### src/rtl/rr_arb_lock.sv
`default_nettype none
// ============================================================================
// Module   : rr_arb_lock
// Purpose  : Registered round-robin arbiter with transaction locking for the
//            PIM request path. The search starts at a rotating pointer and
//            moves upward with wrap-around at N_REQ-1. Once a requester is
//            granted, the grant is held until one of three things happens:
//            the owner presents its last beat, the owner drops its request,
//            or the owner reaches the beat budget. Re-arbitration happens in
//            the same cycle as completion, so handover needs no idle cycle.
//            Every output comes straight from a flop.
// Ports    : clk        - clock, rising edge
//            rst_n      - asynchronous active-low reset
//            req        - per-requester request (level)
//            req_last   - per-requester final-beat marker (owner's bit only)
//            gnt_ready  - downstream accepts the current beat
//            gnt_valid  - grant active
//            gnt_idx    - owner index, stable while gnt_valid
//            gnt_onehot - one-hot of gnt_idx qualified by gnt_valid
//            abort      - one-cycle pulse: owner dropped req before last beat
//            preempt    - one-cycle pulse: forced release at MAX_BEATS
// Revision : 1.0 - initial release
// ============================================================================
module rr_arb_lock #(
    parameter int N_REQ     = 16,
    parameter int MAX_BEATS = 0,
    // Derived; leave at its default.
    parameter int IDX_W     = $clog2(N_REQ)
) (
    input  logic             clk,
    input  logic             rst_n,
    input  logic [N_REQ-1:0] req,
    input  logic [N_REQ-1:0] req_last,
    input  logic             gnt_ready,
    output logic             gnt_valid,
    output logic [IDX_W-1:0] gnt_idx,
    output logic [N_REQ-1:0] gnt_onehot,
    output logic             abort,
    output logic             preempt
);

    localparam int          BCNT_W   = 8;
    localparam logic [0:0]  ST_ARB   = 1'b0;
    localparam logic [0:0]  ST_GRANT = 1'b1;

    // ------------------------------------------------------------------------
    // Round-robin search. Returns {found, index}. The index is walked as
    // ptr, ptr+1, ... and folded back at N_REQ so that a non-power-of-two
    // requester count never produces an index beyond N_REQ-1.
    // ------------------------------------------------------------------------
    function automatic logic [IDX_W:0] pick(input logic [IDX_W-1:0] ptr,
                                            input logic [N_REQ-1:0] vec);
        logic             hit;
        logic [IDX_W-1:0] sel;
        int               j;
        hit = 1'b0;
        sel = '0;
        for (int i = 0; i < N_REQ; i++) begin
            j = int'(ptr) + i;
            if (j >= N_REQ) begin
                j = j - N_REQ;
            end
            if (!hit && vec[j]) begin
                hit = 1'b1;
                sel = j[IDX_W-1:0];
            end
        end
        return {hit, sel};
    endfunction

    logic [0:0]        state_q,   state_d;
    logic [IDX_W-1:0]  ptr_q,     ptr_d;
    logic [IDX_W-1:0]  idx_q,     idx_d;
    logic              valid_q,   valid_d;
    logic [N_REQ-1:0]  onehot_q,  onehot_d;
    logic [BCNT_W-1:0] cnt_q,     cnt_d;
    logic              abort_q,   abort_d;
    logic              preempt_q, preempt_d;

    logic              w_owner_req;
    logic              w_owner_last;
    logic              w_beat;
    logic [BCNT_W:0]   w_cnt_inc;
    logic              w_budget_hit;
    logic              w_done_norm;
    logic              w_done_pre;
    logic              w_done_abort;
    logic [IDX_W-1:0]  w_next_start;
    logic [IDX_W:0]    w_pick_arb;
    logic [IDX_W:0]    w_pick_rel;

    assign w_owner_req  = req[idx_q];
    assign w_owner_last = req_last[idx_q];
    assign w_beat       = valid_q && gnt_ready && w_owner_req;
    assign w_cnt_inc    = {1'b0, cnt_q} + {{BCNT_W{1'b0}}, 1'b1};
    // Budget is checked against the count this beat would produce.
    assign w_budget_hit = (MAX_BEATS != 0) && (w_cnt_inc == (BCNT_W+1)'(MAX_BEATS));
    // A last beat wins over the budget, so preempt only fires without last.
    assign w_done_norm  = w_beat && w_owner_last;
    assign w_done_pre   = w_beat && !w_owner_last && w_budget_hit;
    assign w_done_abort = !w_owner_req;
    assign w_next_start = (idx_q == IDX_W'(N_REQ - 1)) ? '0 : idx_q + 1'b1;
    assign w_pick_arb   = pick(ptr_q, req);
    // Starting after the owner makes the owner lowest priority, yet it can
    // still win when it is the only requester left.
    assign w_pick_rel   = pick(w_next_start, req);

    // ------------------------------------------------------------------------
    // State register
    // ------------------------------------------------------------------------
    always_ff @(posedge clk or negedge rst_n) begin
        if (!rst_n) begin
            state_q   <= ST_ARB;
            ptr_q     <= '0;
            idx_q     <= '0;
            valid_q   <= 1'b0;
            onehot_q  <= '0;
            cnt_q     <= '0;
            abort_q   <= 1'b0;
            preempt_q <= 1'b0;
        end else begin
            state_q   <= state_d;
            ptr_q     <= ptr_d;
            idx_q     <= idx_d;
            valid_q   <= valid_d;
            onehot_q  <= onehot_d;
            cnt_q     <= cnt_d;
            abort_q   <= abort_d;
            preempt_q <= preempt_d;
        end
    end

    // ------------------------------------------------------------------------
    // Next-state logic
    // ------------------------------------------------------------------------
    always_comb begin
        state_d   = state_q;
        ptr_d     = ptr_q;
        idx_d     = idx_q;
        valid_d   = valid_q;
        cnt_d     = cnt_q;
        abort_d   = 1'b0;
        preempt_d = 1'b0;
        case (state_q)
            ST_ARB: begin
                if (w_pick_arb[IDX_W]) begin
                    state_d = ST_GRANT;
                    idx_d   = w_pick_arb[IDX_W-1:0];
                    valid_d = 1'b1;
                    cnt_d   = '0;
                end
            end
            ST_GRANT: begin
                if (w_done_norm || w_done_pre || w_done_abort) begin
                    ptr_d     = w_next_start;
                    abort_d   = w_done_abort;
                    preempt_d = w_done_pre;
                    cnt_d     = '0;
                    if (w_pick_rel[IDX_W]) begin
                        idx_d   = w_pick_rel[IDX_W-1:0];
                        valid_d = 1'b1;
                    end else begin
                        state_d = ST_ARB;
                        valid_d = 1'b0;
                    end
                end else if (w_beat) begin
                    // Saturate so an unlimited budget never wraps the count.
                    cnt_d = (cnt_q == {BCNT_W{1'b1}}) ? cnt_q : w_cnt_inc[BCNT_W-1:0];
                end
            end
            default: begin
                state_d = ST_ARB;
                valid_d = 1'b0;
            end
        endcase
    end

    // ------------------------------------------------------------------------
    // Output logic: decode the next grant so the one-hot is also a flop.
    // ------------------------------------------------------------------------
    always_comb begin
        onehot_d = '0;
        if (valid_d) begin
            onehot_d[idx_d] = 1'b1;
        end
    end

    assign gnt_valid  = valid_q;
    assign gnt_idx    = idx_q;
    assign gnt_onehot = onehot_q;
    assign abort      = abort_q;
    assign preempt    = preempt_q;

endmodule
`default_nettype wire

### config.mk
export PLATFORM = sky130hd
export DESIGN_NAME = rr_arb_lock
export DESIGN_NICKNAME = d
export VERILOG_FILES = /design/src/rtl/rr_arb_lock.sv
export SDC_FILE = /design/constraint.sdc
export NUM_CORES = 1
export LEC_CHECK = 0
export CAP_MARGIN = 10
export CORE_ASPECT_RATIO = 0.7
export CORE_MARGIN = 2
export CORE_UTILIZATION = 43
export CTS_CLUSTER_SIZE = 30
export DETAILED_ROUTE_END_ITERATION = 6
export SETUP_SLACK_MARGIN = 0.5
export SYNTH_ARGS = -nofsm -noshare
export SYNTH_HDL_FRONTEND = slang
export SYNTH_SLANG_ARGS = --single-unit
export TNS_END_PERCENT = 100
### constraint.sdc
create_clock -name clk -period 9.9 [get_ports clk]
set_clock_uncertainty 0.1 [all_clocks]
set_input_delay 2.475 -clock clk [delete_from_list [all_inputs] [get_ports clk]]
set_output_delay 2.475 -clock clk [all_outputs]
set_load 0.005 [all_outputs]
==> impl_metrics.toml <==
[status]
status = "complete, no violations"

[detailed_routing]
drcViolationCount = 0
first_iter_violations = 1052
wl_per_cell_um = 24.9
ant_nets = 0
drt_wl_total_um = 23900
routed_via_density = 7.24
vias = 6958
first_pass_iters = 6

[cts]
cts.path.max_buffers = 2
cts_tree = "built"
cts-htree-levels = 1
ctsResizeCount = 0
clk_latency_ns = 0.25
ctsHoldBuffers = 0
clk_pin_slew_ns = 0.06
cts-root-buf = "clkbuf_16"
cts_sinks = 27
post_cts_buffers = 0
cts_buffers = 3

[sta]
setup_violations = 0
period_share_pct = 72.6
slew_headroom_pct = 30.5
slew_violations = 0
tightestPinTransition_ns = 1.04
fin_setup_tns_ns = 0
rsz0062_at_grt = "no"
layout_min_cycle_time_ns = 7.19
maxClockFrequency_mhz = 139
hold_viol = 0

[yosys]
synth_top_area_share_pct = 22.2
avgSynthCellArea_um2 = 8.81
netlist_area_um2 = 6690
synth_seq_cells = 27
synth-edff-count = 0
synth-async-reset-ratio_pct = 100
synth_top_flop_cell = "dfrtp_1"
yosysSeqAreaShare_pct = 10.1
syn-num-nets = 808
synth_area_leaders = "mux4_2 (22%), dfrtp_1 (10%), mux2i_1 (6.3%)"
synth_cell_types = 93
synthCells = 759
synth_top_area_cell = "mux4_2"
yosysWarnings = 0

[critical_path]
cp.required_ns = 9.95
slowest_delay_ns = 0.68
cp-start-kind = "primary input"
cp.depth = 11
reg2reg_depth = 11
crit_fanout = 17
crit_chain = "clkdlybuf4s50_1, mux4_2, mux2i_1, nor2_1, nor4_4, nand4_1, or2_1, a211oi_1, a21oi_1, o22ai_2, nor4bb_1"
path_class = "in2reg"
critPathCaptureType = "flop"
critical_path.top_delay_family = "simple AND/OR/NAND/NOR gates"
cpMaxStageDelayCell = "clkdlybuf4s50_1"
path_buf_inv = 1
worstPathArrival_ns = 7.23

[floorplan]
fp-row-count = 38
fp.dieW_um = 153
die_y_um = 108
dieArea_um2 = 16600
io_pins = 58
start_util_pct = 43.5
coreArea_um2 = 15400

[cells_and_area]
final_cells = 961
diodes = 0
fill_cells = 1429
syn_to_final_growth_pct = 9.66
stdcell_area_um2 = 7330
drive_gt1_share_pct = 18.8
fin_util_pct = 47.7
layout.nets = 811

[global_routing]
grt_pass1_wl_um = 37700
grt.total_usage_pct = 28.5
antenna_found_initial = 0
grt_max_degree = 40
grt_overflow = 0
grt_pass1_vias = 6297

[placed_design]
place_inst = 957
portBuffers = 56
dp_hpwl_um = 18100
place_congestion = 0.999
dpl_cell_area_um2 = 7250

[job]
max-cap-violations = 0

[min_path]
holdPathStages = 2
min_path_type = "reg2reg"
kinds of logic (layout without fill, tap and decap cells):
kind of cell    Yosys count  count (layout)  share of synthesized area [%]
compound gates          238             238                           25.7
simple gates            235             235                           19.7
mux                     134             134                           33.0
buf+inv                  89              91                           6.03
flops                    27              27                           10.1
xor+xnor                 21              21                           2.86
fa+ha+maj                14              14                           2.62
other cells               1               1                         0.0561
cell type report:
class                   instances  area (µm²)  area share, %
clock buffers                   3        75.1           1.02
multi-input cells             643        5610           76.5
flip-flops and latches         27         676           9.22
clock inverters                 1        5.00         0.0683
inverters                      20        75.1           1.02
well taps                     200         250           3.41
repair buffers                 67         643           8.77
worst reg2reg max path, stage by stage (launching register included):
cell and delay, ns:
dfrtp_1 0.86, clkinv_1 0.60, ha_1 0.90, mux4_2 0.63, mux4_2 0.60, nor4_1 0.51
nand4_1 0.33, or2_1 0.36, a211oi_1 0.33, a21oi_1 0.16, o22ai_2 0.63, nor4bb_1 0.39
worst paths after layout:
| check | slack (ns) | endpoint | start |
|---|---|---|---|
| min in group asynchronous | 2.51 | gnt_onehot[8]$_DFF_PN0_ | rst_n |
| worst max-delay path | 2.71 | gnt_onehot[10]$_DFF_PN0_ | req[3] |
| worst max register to register | 3.39 | gnt_onehot[10]$_DFF_PN0_ | ptr_q[2]$_DFFE_PN0P_ |
| worst min register to register | 0.59 | gnt_valid$_DFF_PN0_ | gnt_valid$_DFF_PN0_ |
| max in group asynchronous | 6.94 | gnt_onehot[6]$_DFF_PN0_ | rst_n |
| worst min-delay path | 0.59 | gnt_valid$_DFF_PN0_ | gnt_valid$_DFF_PN0_ |
Yosys cell counts (14+ instances only):
library cell  instances
buf_2                19
a21oi_1              41
nor2_1               52
nand2_1              60
nand3_1              14
inv_1                16
dfrtp_1              27
a22oi_1              14
mux2i_1              42
mux2_2               24
mux4_2               66
nor2b_1              14
xnor2_1              14
nor3_1               16
o21ai_0              43
ha_1                 14
clkbuf_1             31
placed cells by master, fill, tap and decap left out, types with 16 or more instances in the layout:
| cell type | count |
|---|---|
| a21oi_1 | 41 |
| nor2_1 | 52 |
| clkdlybuf4s50_1 | 56 |
| mux2_2 | 24 |
| dfrtp_1 | 27 |
| nand2_1 | 60 |
| nor3_1 | 16 |
| mux2i_1 | 42 |
| o21ai_0 | 43 |
| inv_1 | 16 |
| mux4_2 | 66 |
through the flow:
step	hold WS [ns]	setup slack [ns]
global route	0.623	2.52
detailed placement	0.583	2.56
floorplan	0.548	4.24
CTS	0.594	2.81
global placement	0.571	2.68
finish	0.589	2.71
metal layers:
metal | vias up | GRT usage, % | wire (µm)
met5 | - | 0 | 0
met4 | 0 | 3.31 | 161
met3 | 26 | 8.30 | 3400
met2 | 502 | 39.0 | 9540
met1 | 3397 | 44.8 | 10800
li1 | 3033 | - | -
sequential cells by signal (all words and copies together), names as in the netlist:
name,count
ptr_q,4
gnt_idx,4
state_q,1
gnt_valid,1
gnt_onehot,16
abort,1
Power is left out: the tool's default activity adds up to more than one toggle a clock period on the data nets, which glitch-free logic cannot reach.
